`src/rtl/riscv_div_unit_if.sv`:
```
// rtl/riscv_div_unit_if.sv - request/response handshake bundle for the iterative divider
interface riscv_div_unit_if #(
    parameter int DATA_WIDTH = 32
) ();
    localparam int OP_WIDTH = 7;

    logic [OP_WIDTH-1:0]   op_i;
    logic [DATA_WIDTH-1:0] a_i;
    logic [DATA_WIDTH-1:0] b_i;
    logic                  valid_i;
    logic                  ready_o;
    logic                  flush_i;
    logic [DATA_WIDTH-1:0] result_o;
    logic                  valid_o;
    logic                  ready_i;

    modport master (
        output op_i, a_i, b_i, valid_i, flush_i, ready_i,
        input  ready_o, result_o, valid_o
    );

    modport slave (
        input  op_i, a_i, b_i, valid_i, flush_i, ready_i,
        output ready_o, result_o, valid_o
    );
endinterface

```
`src/rtl/riscv_div_unit.sv`:
```
// rtl/riscv_div_unit.sv - radix-2 restoring divider for RV32M DIV/DIVU/REM/REMU
module riscv_div_unit #(
    parameter int DATA_WIDTH = 32
) (
    input  logic             clk,
    input  logic             rst_n,
    riscv_div_unit_if.slave  bus
);
    localparam int CW = $clog2(DATA_WIDTH);
    localparam logic [DATA_WIDTH-1:0] INT_MIN = {1'b1, {(DATA_WIDTH-1){1'b0}}};

    typedef enum logic [1:0] {IDLE, CALC, DONE} state_e;

    state_e                state, state_next;
    logic [DATA_WIDTH-1:0] rem_q, quo_q, div_q, result_q;
    logic [CW-1:0]         cnt_q;
    logic                  is_rem_q, q_neg_q, r_neg_q;

    logic                  is_signed, is_rem, a_neg, b_neg;
    logic                  div_zero, overflow, special, accept, last, step_ok;
    logic [DATA_WIDTH-1:0] a_mag, b_mag, special_result;
    logic [DATA_WIDTH:0]   rem_sh, trial;
    logic [DATA_WIDTH-1:0] rem_step, quo_step, final_result;
    logic                  unused_op;

    // Only the signed and remainder bits of the ALU opcode matter here.
    assign is_signed = bus.op_i[0];
    assign is_rem    = bus.op_i[1];
    assign unused_op = ^bus.op_i[6:2];

    assign a_neg = is_signed & bus.a_i[DATA_WIDTH-1];
    assign b_neg = is_signed & bus.b_i[DATA_WIDTH-1];
    assign a_mag = a_neg ? (~bus.a_i + 1'b1) : bus.a_i;
    assign b_mag = b_neg ? (~bus.b_i + 1'b1) : bus.b_i;

    assign div_zero = (bus.b_i == '0);
    assign overflow = is_signed && (bus.a_i == INT_MIN) && (bus.b_i == '1);
    assign special  = div_zero | overflow;
    assign special_result = div_zero ? (is_rem ? bus.a_i : '1)
                                     : (is_rem ? '0 : INT_MIN);

    assign accept = bus.valid_i && (state == IDLE) && !bus.flush_i;
    assign last   = (cnt_q == CW'(DATA_WIDTH - 1));

    // One restoring step; the extra top bit of trial is the borrow.
    assign rem_sh   = {rem_q, quo_q[DATA_WIDTH-1]};
    assign trial    = rem_sh - {1'b0, div_q};
    assign step_ok  = ~trial[DATA_WIDTH];
    assign rem_step = step_ok ? trial[DATA_WIDTH-1:0] : rem_sh[DATA_WIDTH-1:0];
    assign quo_step = {quo_q[DATA_WIDTH-2:0], step_ok};
    assign final_result = is_rem_q ? (r_neg_q ? (~rem_step + 1'b1) : rem_step)
                                   : (q_neg_q ? (~quo_step + 1'b1) : quo_step);

    always_ff @(posedge clk or negedge rst_n) begin
        if (!rst_n) begin
            state <= IDLE;
        end else begin
            state <= state_next;
        end
    end

    always_comb begin
        state_next = state;
        case (state)
            IDLE:    if (accept) state_next = special ? DONE : CALC;
            CALC:    if (last) state_next = DONE;
            DONE:    if (bus.ready_i) state_next = IDLE;
            default: state_next = IDLE;
        endcase
        if (bus.flush_i) state_next = IDLE;
    end

    always_ff @(posedge clk or negedge rst_n) begin
        if (!rst_n) begin
            rem_q    <= '0;
            quo_q    <= '0;
            div_q    <= '0;
            result_q <= '0;
            cnt_q    <= '0;
            is_rem_q <= 1'b0;
            q_neg_q  <= 1'b0;
            r_neg_q  <= 1'b0;
        end else if (!bus.flush_i) begin
            case (state)
                IDLE: begin
                    if (accept) begin
                        is_rem_q <= is_rem;
                        q_neg_q  <= a_neg ^ b_neg;
                        r_neg_q  <= a_neg;
                        div_q    <= b_mag;
                        rem_q    <= '0;
                        quo_q    <= a_mag;
                        cnt_q    <= '0;
                        if (special) result_q <= special_result;
                    end
                end
                CALC: begin
                    rem_q <= rem_step;
                    quo_q <= quo_step;
                    cnt_q <= cnt_q + 1'b1;
                    if (last) result_q <= final_result;
                end
                default: ;
            endcase
        end
    end

    assign bus.ready_o  = (state == IDLE);
    assign bus.valid_o  = (state == DONE);
    assign bus.result_o = result_q;
endmodule
```
`src/flat_wrapper.sv`:
```
// flat-port wrapper written by rule: the top's interface ports become plain ports
module riscv_div_unit_flat 
#(
    parameter int DATA_WIDTH = 32
)
  (clk, rst_n, bus_op_i, bus_a_i, bus_b_i, bus_valid_i, bus_flush_i, bus_ready_i, bus_ready_o, bus_result_o, bus_valid_o);
  riscv_div_unit_if #(.DATA_WIDTH(DATA_WIDTH)) bus_i ();
  input  logic clk;
  input  logic rst_n;
  input wire logic [$bits(bus_i.op_i)-1:0] bus_op_i;
  input wire logic [$bits(bus_i.a_i)-1:0] bus_a_i;
  input wire logic [$bits(bus_i.b_i)-1:0] bus_b_i;
  input wire logic [$bits(bus_i.valid_i)-1:0] bus_valid_i;
  input wire logic [$bits(bus_i.flush_i)-1:0] bus_flush_i;
  input wire logic [$bits(bus_i.ready_i)-1:0] bus_ready_i;
  output wire logic [$bits(bus_i.ready_o)-1:0] bus_ready_o;
  output wire logic [$bits(bus_i.result_o)-1:0] bus_result_o;
  output wire logic [$bits(bus_i.valid_o)-1:0] bus_valid_o;
  assign bus_i.op_i = bus_op_i;
  assign bus_i.a_i = bus_a_i;
  assign bus_i.b_i = bus_b_i;
  assign bus_i.valid_i = bus_valid_i;
  assign bus_i.flush_i = bus_flush_i;
  assign bus_i.ready_i = bus_ready_i;
  assign bus_ready_o = bus_i.ready_o;
  assign bus_result_o = bus_i.result_o;
  assign bus_valid_o = bus_i.valid_o;
  riscv_div_unit #(.DATA_WIDTH(DATA_WIDTH)) u_core (.clk(clk), .rst_n(rst_n), .bus(bus_i));
endmodule
```
`config.mk`:
```
export PLATFORM = sky130hd
export DESIGN_NAME = riscv_div_unit_flat
export DESIGN_NICKNAME = d
export VERILOG_FILES = /design/src/rtl/riscv_div_unit_if.sv /design/src/rtl/riscv_div_unit.sv /design/src/flat_wrapper.sv
export SDC_FILE = /design/constraint.sdc
export NUM_CORES = 1
export LEC_CHECK = 0
export CORE_MARGIN = 5
export CORE_UTILIZATION = 32
export DETAILED_ROUTE_END_ITERATION = 16
export PLACE_DENSITY = 0.53
export SYNTH_ARGS = -nofsm -noshare
export SYNTH_HDL_FRONTEND = slang
export SYNTH_SLANG_ARGS = --single-unit
```
`constraint.sdc`:
```
create_clock -name clk -period 6.7 [get_ports clk]
set_input_delay 1.34 -clock clk [delete_from_list [all_inputs] [get_ports clk]]
set_output_delay 1.34 -clock clk [all_outputs]
set_load 0.01 [all_outputs]
```
==> flow_metrics.env <==
export IMPL_hpwl_um=29670
export IMPL_setup_viol=0
export IMPL_die_w_um=200.9
export IMPL_antenna_cells=0
export IMPL_yosysMostFrequentCell="nand2_1"
export IMPL_cts_buffer_depth=2
export IMPL_start_util_pct=32.16
export IMPL_syn_inst=1498
export IMPL_critPathArrivalTime_ns=6.04
export IMPL_crit_required_ns=7.06
export IMPL_synth_nets=1614
export IMPL_synth_top_cell_by_area="dfrtp_1"
export IMPL_final_nets=1669
export IMPL_cts_root_buf="clkbuf_16"
export IMPL_synth_top_area_share_pct=29.61
export IMPL_cts_made_buffers=17
export IMPL_final_hold_viol_count=0
export IMPL_fin_util_pct=37.80
export IMPL_p_leak_nw=5.432
export IMPL_period_minus_slack_ns=5.689
export IMPL_cap_violations=0
export IMPL_synth_flop_cell="dfrtp_1"
export IMPL_postSynth_asyncResetShare_pct=100.0
export IMPL_fmax_ghz=0.1758
export IMPL_final_cell_count_no_fill=2034
export IMPL_dpl_cell_area_um2=13080
export IMPL_synth_cell_types=95
export IMPL_core_area_um2=36260
export IMPL_slowest_stage="or4_1"
export IMPL_critical_path_top_delay_family="simple AND/OR/NAND/NOR gates"
export IMPL_yosys_top_cells_area="dfrtp_1, o21ai_0, xnor2_1"
export IMPL_synth_edf_count=0
export IMPL_post_cts_hold_buffer_count=0
export IMPL_tightest_slew_ns=1.103
export IMPL_portBuffers=104
export IMPL_drc=0
export IMPL_grt_overflow_total=0
export IMPL_layout_drive_gt1_share_pct=6.897
export IMPL_area_growth_syn_to_layout_pct=17.53
export IMPL_ant_nets=0
export IMPL_cts_tree="done"
export IMPL_clock_latency_ns=0.43
export IMPL_vdd_ir_drop_max_mv=0.1878
export IMPL_hold_ws_ns=0.4762
export IMPL_final_area_um2=13710
export IMPL_relSlewSlack_pct=26.49
export IMPL_io_pins=110
export IMPL_cts_repair_resized=0
export IMPL_finalMaxSlewViolations=0
export IMPL_setup_ws_ns=1.011
export IMPL_dr_pass1_iters=5
export IMPL_hold_class="reg2reg"
export IMPL_htree_levels=4
export IMPL_vias_per_cell=5.493
export IMPL_seq_area_um2=3453
export IMPL_crit_chain="inv_1 > ha_1 > fa_1 > nand2b_1 > a21o_1 > a21oi_2 > and3_1 > o21ai_2 > and3b_1 > nor2_8 > inv_2 > a21oi_1 > ha_1 > inv_1 > or4_1 > or3_1 > or3_1 > mux2_2 > o31ai_2 > xor2_1 > a21oi_1 > o21ai_1"
export IMPL_powerDensity_nw_per_um2=243.3
export IMPL_dp_cells=2002
export IMPL_power_mw=3.334
export IMPL_ys_seq_area_share_pct=29.61
export IMPL_num_vias=11170
export IMPL_ys_ff_latch=138
export IMPL_synth_area_um2=11660
export IMPL_status="finished clean"
export IMPL_rsz0062_at_grt="false"
export IMPL_fin_worst_skew_ns=0.01155
export IMPL_fillers=3796
export IMPL_multi_input_area_um2=7650
export IMPL_crit_type="reg2reg"
export IMPL_drt_initial_drc_count=732
export IMPL_ys_warn_count=0
export IMPL_wl_per_cell_um=19.29
export IMPL_place_worst_setup_slack_ns=1.039
export IMPL_cts_sinks=138
export IMPL_dieArea_um2=40360
export IMPL_die_h_um=200.9
export IMPL_rows=70
export IMPL_critical_path_startpoint_type="flip-flop"
export IMPL_wl_um=39230
export IMPL_grt_antenna_before_repair=0
export IMPL_worstPathMaxFanout=5
export IMPL_crit_buf_inv=3
export IMPL_grt_pass1_wl_um=61540
export IMPL_routabilityCongestion=0.9075
export IMPL_clkTransAtPathRegs_ns=0.07
export IMPL_tns_ns=0
export IMPL_endpoint_kind="flip-flop"
export IMPL_netlist_top_cells_count="nand2_1, o21ai_0, dfrtp_1"
export IMPL_cts_setup_buffers=0
export IMPL_grt_pass1_vias=10780
export IMPL_finalCritPeriodShare_pct=84.92
export IMPL_postSynthAreaPerCell_um2=7.785
export IMPL_grt_max_degree=107
export IMPL_cpPeakStageDelay_ns=0.54
export IMPL_grtUsageTotal_pct=18.97
cells by family (layout without fill, tap and decap cells):
logic type	after synthesis	in the layout	share of synthesized area, %
and+or+nand+nor	510	510	21.00
AOI/OAI and AO/OA	476	476	24.79
buffers and inverters	143	211	5.010
xor gates and xnor gates	141	141	10.65
DFF	138	138	29.61
muxes	50	50	4.581
adders and majority gates	40	40	4.356
area by class of cell:
class,count,share of cell area (%)
clock inverter,14,1.442
tap,468,4.272
multi-input combinational,1217,55.81
inverter,57,1.561
clock buffer,18,3.131
timing repair buffer,122,8.590
sequential,138,25.19
worst min-delay path, cell delays in order, from the launching register on:
cell and delay [ns]:
dfrtp_1 0.34, nand2_1 0.05, o21ai_0 0.06
report_power, final:
part,internal [mW],switching (mW)
Sequential,0.947,0.120
Clock,0.626,0.408
Combinational,0.500,0.734
per-layer routing:
metal,track usage [%],share of wire [%],vias up,wire length [µm]
li1,-,-,5447,-
met5,0,0,-,0
met3,2.989,4.2,34,1656
met1,26.24,47,5443,18280
met2,31.26,47,249,18580
met4,4.474,1.8,0,712
flip-flops by register name, summed over array words and instances, names as in the netlist:
name                 cells
u_core.bus.result_o     32
u_core.div_q            32
u_core.quo_q            32
u_core.rem_q            32
u_core.cnt_q             5
u_core.state             2
u_core.is_rem_q          1
u_core.q_neg_q           1
u_core.r_neg_q           1
placed cells by master (no fill, tap or decap), types with 16 or more instances in the layout:
master             n
buf_4             18
o211ai_1          23
nor3_1            30
xor2_1            51
or3_1             26
ha_1              39
o31ai_1           25
clkdlybuf4s50_1  103
dfrtp_1          138
a21oi_1          129
mux2i_1           35
o21ai_0          187
xnor2_1           89
nor2_1           132
inv_1             55
nand3_1           16
nand2_1          192
clkbuf_16         17
final timing paths:
| path | startpoint | slack, ns | end | cells after the start |
|---|---|---|---|---|
| min reg2reg | u_core.div_q[27] | 0.48 | u_core.div_q[27] | 2 |
| max | u_core.quo_q[31] | 1.01 | u_core.bus.result_o[18] | 22 |
| max in group asynchronous | rst_n | 4.37 | u_core.div_q[9] | 2 |
| min in group asynchronous | rst_n | 0.96 | u_core.bus.result_o[24] | 1 |
| min | u_core.div_q[27] | 0.48 | u_core.div_q[27] | 2 |
| max reg2reg | u_core.quo_q[31] | 1.01 | u_core.bus.result_o[18] | 22 |
(Power assumes the default switching activity.)
